File: src/rtl/bcd2b_seq.sv
// bcd2b_seq: iterative BCD-to-binary converter (reverse double-dabble).
// Converts one bit per clock; WIDTH shift steps per word, then a one-cycle
// result pulse.
// Optional feature macro: B2BCD_ERR_CHECK_EN builds the invalid-digit flag
// (out_err). Without it, out_err is tied low.
module bcd2b_seq #(
  parameter int WIDTH = 8,
  parameter int DIGIT = 3
) (
  input  logic                 clk,
  input  logic                 rst_n,
  input  logic                 in_valid,
  input  logic [DIGIT*4-1:0]   BCD_code,
  output logic                 in_ready,
  output logic                 out_valid,
  output logic [WIDTH-1:0]     Binary_code,
  output logic                 out_ovf,
  output logic                 out_err
);

  localparam int BCD_W = DIGIT * 4;
  localparam int CNT_W = $clog2(WIDTH + 1);

  typedef enum logic [1:0] {
    IDLE = 2'd0,
    CONV = 2'd1,
    DONE = 2'd2
  } state_t;

  state_t state_reg, state_next;

  logic [BCD_W-1:0]       bcd_reg;
  logic [WIDTH-1:0]       bin_reg;
  logic [CNT_W-1:0]       cnt_reg;
  logic [WIDTH-1:0]       bin_out_reg;
  logic                   ovf_reg;

  // One conversion step: shift the {bcd,bin} pair right, then correct digits.
  logic [BCD_W+WIDTH-1:0] pair_shift;
  logic [BCD_W-1:0]       bcd_shift;
  logic [BCD_W-1:0]       bcd_step;
  logic [WIDTH-1:0]       bin_step;
  logic                   last_step;
  logic                   accept;

  assign pair_shift = {bcd_reg, bin_reg} >> 1;
  assign bcd_shift  = pair_shift[BCD_W+WIDTH-1:WIDTH];
  assign bin_step   = pair_shift[WIDTH-1:0];
  assign last_step  = (cnt_reg == CNT_W'(WIDTH - 1));
  assign accept     = (state_reg == IDLE) && in_valid;

  // Each digit that lands at 8 or above after the shift is pulled back by 3;
  // digits are corrected independently, no borrow between them.
  genvar gi;
  generate
    for (gi = 0; gi < DIGIT; gi++) begin : g_digit_fix
      assign bcd_step[gi*4 +: 4] = (bcd_shift[gi*4 +: 4] >= 4'd8)
                                   ? (bcd_shift[gi*4 +: 4] - 4'd3)
                                   : bcd_shift[gi*4 +: 4];
    end
  endgenerate

  // State register.
  always_ff @(posedge clk or negedge rst_n) begin
    if (!rst_n) state_reg <= IDLE;
    else        state_reg <= state_next;
  end

  // Next-state and handshake decode.
  always_comb begin
    state_next = state_reg;
    in_ready   = 1'b0;
    out_valid  = 1'b0;
    case (state_reg)
      IDLE: begin
        in_ready = 1'b1;
        if (in_valid) state_next = CONV;
      end
      CONV: begin
        if (last_step) state_next = DONE;
      end
      DONE: begin
        out_valid  = 1'b1;
        state_next = IDLE;
      end
      default: state_next = IDLE;
    endcase
  end

  // Shift datapath, step counter and result registers.
  always_ff @(posedge clk or negedge rst_n) begin
    if (!rst_n) begin
      bcd_reg     <= '0;
      bin_reg     <= '0;
      cnt_reg     <= '0;
      bin_out_reg <= '0;
      ovf_reg     <= 1'b0;
    end else begin
      case (state_reg)
        IDLE: begin
          if (accept) begin
            bcd_reg <= BCD_code;
            bin_reg <= '0;
            cnt_reg <= '0;
          end
        end
        CONV: begin
          bcd_reg <= bcd_step;
          bin_reg <= bin_step;
          cnt_reg <= cnt_reg + CNT_W'(1);
          if (last_step) begin
            bin_out_reg <= bin_step;
            ovf_reg     <= |bcd_step;  // residue = value / 2^WIDTH
          end
        end
        DONE: begin
          // Results are only visible while out_valid is high.
          bin_out_reg <= '0;
          ovf_reg     <= 1'b0;
        end
        default: begin
          bin_out_reg <= '0;
          ovf_reg     <= 1'b0;
        end
      endcase
    end
  end

  assign Binary_code = bin_out_reg;
  assign out_ovf     = ovf_reg;

`ifdef B2BCD_ERR_CHECK_EN
  logic [DIGIT-1:0] digit_bad;
  logic             err_in_reg;
  logic             err_out_reg;

  generate
    for (gi = 0; gi < DIGIT; gi++) begin : g_digit_chk
      assign digit_bad[gi] = (BCD_code[gi*4 +: 4] > 4'd9);
    end
  endgenerate

  // Capture the invalid-digit flag at accept, publish it with the result.
  always_ff @(posedge clk or negedge rst_n) begin
    if (!rst_n) begin
      err_in_reg  <= 1'b0;
      err_out_reg <= 1'b0;
    end else begin
      if (accept) err_in_reg <= |digit_bad;
      if (state_reg == CONV && last_step) err_out_reg <= err_in_reg;
      else if (state_reg == DONE)         err_out_reg <= 1'b0;
    end
  end

  assign out_err = err_out_reg;
`else
  assign out_err = 1'b0;
`endif

endmodule
File: config.mk
export PLATFORM = sky130hd
export DESIGN_NAME = bcd2b_seq
export DESIGN_NICKNAME = d
export VERILOG_FILES = /design/src/rtl/bcd2b_seq.sv
export SDC_FILE = /design/constraint.sdc
export NUM_CORES = 1
export LEC_CHECK = 0
export ABC_AREA = 1
export CAP_MARGIN = 20
export CORE_MARGIN = 3
export CORE_UTILIZATION = 44
export CTS_BUF_LIST = sky130_fd_sc_hd__clkbuf_4
export CTS_CLUSTER_DIAMETER = 150
export DETAILED_ROUTE_END_ITERATION = 16
export GPL_TIMING_DRIVEN = 1
export PLACE_DENSITY = 0.68
export SYNTH_ARGS = -nofsm -noshare
export SYNTH_HDL_FRONTEND = slang
export SYNTH_SLANG_ARGS = --single-unit
File: constraint.sdc
create_clock -name clk -period 3.05 [get_ports clk]
set_input_delay 0.61 -clock clk [delete_from_list [all_inputs] [get_ports clk]]
set_output_delay 0.61 -clock clk [all_outputs]
set_load 0.005 [all_outputs]
==> summary.txt <==
Status
  • Status: finished, final reports clean

Clock network
  • # H-tree levels: 2
  • Clock slew seen by the registers of the worst setup and hold paths: 0.09 ns
  • Cts hold-fix bufs: 0
  • Postcts setup bufs: 0
  • Longest Clk Path Bufs: 2
  • CTS tree: yes
  • Worst-Skew Late Latency: 0.32 ns
  • # resized after CTS: 0
  • CTS Sinks: 34
  • Clk root buf: clkbuf_4
  • CTS Buf Count: 5

Pwr
  • P_int: 1.15 mW
  • Sw Share: 0.428
  • Max VDD drop: 0.509 mV
  • Gate power share: 0.505
  • Seq pwr share: 0.388
  • Static leakage: 0.920 nW
  • NetSw: 864 uW
  • Total power: 2.02 mW
  • Clock network power share: 0.107
  • Power per cell area: 1030 nW/um^2

Final layout
  • Most frequent cells in the layout: nand2_1 (40), dfrtp_1 (34), clkdlybuf4s50_1 (25)
  • Nets: 230
  • Fin util: 0.561
  • Antenna diodes: 0
  • Commonest non-fill, non-tap cell in the layout: nand2_1
  • Number of flip-flops in the largest register: 12
  • Layout area overhead: 18.1%
  • Layout cell share with drive strength beyond 1: 0.100

Critical path
  • Critical Path Max Stage Delay: 0.54 ns
  • CP Max Fanout: 9
  • Crit path capture type: primary output
  • Crit path buffers/inverters: 1
  • CP startpoint kind: flop
  • Critical Path AT: 1.58 ns
  • Crit-path slowest cell: clkdlybuf4s50_1
  • Req. time, crit path: 2.44 ns
  • Critical path class: flop to primary output
  • Cell family with the largest share of critical-path delay: buffers and inverters
  • Critical path cell sequence: nor2_4 -> clkdlybuf4s50_1

Timing
  • Max-slew violations: 0
  • Hold_ws: 0.495 ns
  • TNS Setup: 0 ns
  • Max Clock Skew: 0.00324 ns
  • Fin crit period: 2.19 ns
  • Final period utilization: 0.718
  • Final hold vios: 0
  • Final setup fails: 0
  • RSZ-0062 raised after global routing: false
  • Fmax: 457 MHz
  • Post-route setup slack: 0.860 ns

Detailed routing
  • Iteration-0 DRC Markers: 78
  • Final ANT Viol Nets: 0
  • DRT Wirelength: 3530 um
  • TritonRoute pass-1 iters: 4
  • DR WL/cell: 13.8 um
  • Drt drc: 0
  • Vias/cell: 5.09
  • Vias: 1299

Placed design
  • Buffers on Ports: 25
  • Gp weighted congestion: 0.817
  • Post-DP HPWL: 2520 um
  • Worst slack, placed: 0.986 ns

Yosys
  • Ranking of synthesized cells by area: dfrtp_1 (51%), nand2_1 (9.0%), inv_1 (5.0%), ha_1 (3.8%), o22ai_1 (3.4%)
  • Synthesized area per cell: 9.07 um^2
  • Sequential share of the synthesized area: 0.512
  • YS warnings: 0
  • Number of synthesized register bits: 34
  • Share of the synthesized area in the top cell type: 0.512
  • Post-synth top area cell: dfrtp_1
  • Synth Cell Area: 1660 um^2
  • Mapped Cells: 183
  • Yosys cell types: 25
  • Net Count, Synth: 203

Floorplanning
  • Num rows: 21
  • Die width: 67.4 um
  • Initial Util: 0.475
  • Die area: 4550 um^2
  • Die Ht: 67.4 um
  • IO Pins: 27
  • Core Area: 3490 um^2

GRT
  • Largest net degree at the start of global routing: 35
  • Number of global-route vias before repair: 1281
  • Initial antenna violation count: 0
  • Global route total overflow: 0
  • Total global-route track usage: 0.180
  • Global-route wire length before repair: 5960 um

Flow run
  • Max-Cap Viols: 0

Min path
  • Hold crit path type: flop to flop
[synthesized netlist by cell type (all sizes together)]
cell type   n
o211ai      5
nand3      11
inv        24
nand2      44
a22o        1
xor2        2
a21oi       5
ha          5
nor2       13
o21ai      17
clkbuf      1
dfrtp      34
conb        1
buf         6
o22ai      12
o221ai      2
[cell families (layout without fill, tap and decap cells)]
group,Yosys count,after routing,share of synthesized area
compound gates,42,42,0.170
xor+xnor,2,2,0.0106
fa+ha+maj,5,5,0.0377
buf+inv,31,57,0.0942
flops,34,34,0.512
other cells,1,1,0.00226
simple gates,68,68,0.173
[power groups by stage]
| stage | sequential, mW | clock, mW | combinational, mW |
|---|---|---|---|
| after detailed placement | 0.794 | 0 | 1.02 |
| after floorplan | 0.767 | 0 | 0.777 |
| after global routing | 0.807 | 0.248 | 1.16 |
| after CTS | 0.783 | 0.224 | 1.02 |
| final | 0.784 | 0.216 | 1.02 |
| after global placement | 0.781 | 0 | 0.981 |
[final timing paths]
check / start / to / slack (ns) / depth (start not counted)
setup / recovery: state_reg[0]$_DFFE_PN0P_ / in_ready / 0.86 / 2
hold / removal: Binary_code[4]$_DFFE_PN0P_ / Binary_code[4]$_DFFE_PN0P_ / 0.50 / 2
setup reg to reg: state_reg[1]$_DFFE_PN0P_ / bcd_reg[1]$_DFFE_PN0P_ / 1.45 / 6
hold reg to reg: Binary_code[4]$_DFFE_PN0P_ / Binary_code[4]$_DFFE_PN0P_ / 0.50 / 2
max in group asynchronous: rst_n / cnt_reg[0]$_DFFE_PN0P_ / 2.05 / 2
min in group asynchronous: rst_n / Binary_code[6]$_DFFE_PN0P_ / 0.68 / 2
[cell type report]
| cell class | count | area, um^2 |
|---|---|---|
| fillers | 301 | 1530 |
| flip-flops and latches | 34 | 851 |
| multi-input cells | 118 | 653 |
| repair buffers | 27 | 265 |
| inverters | 24 | 92.6 |
| well taps | 46 | 57.6 |
| clock buffers | 5 | 37.5 |
| clock inverters | 1 | 3.75 |
[routing by layer]
layer / global-route usage / wire, um
met1: 0.235 / 1630
met3: 0.0532 / 179
met5: 0 / 0
met2: 0.272 / 1670
met4: 0.0835 / 44
[stage by stage]
step | instance area (um^2) | cells
CTS | 1960 | 255
global route | 1960 | 255
floorplan | 1660 | 183
finish | 1960 | 255
global placement | 1920 | 249
detailed placement | 1920 | 249
[worst min-delay path, delay by kind of cell (launching register included)]
kind            cells  cell delay, ns
flops               1            0.36
compound gates      1            0.06
simple gates        1            0.05
Power figures use the tool's default switching activity.
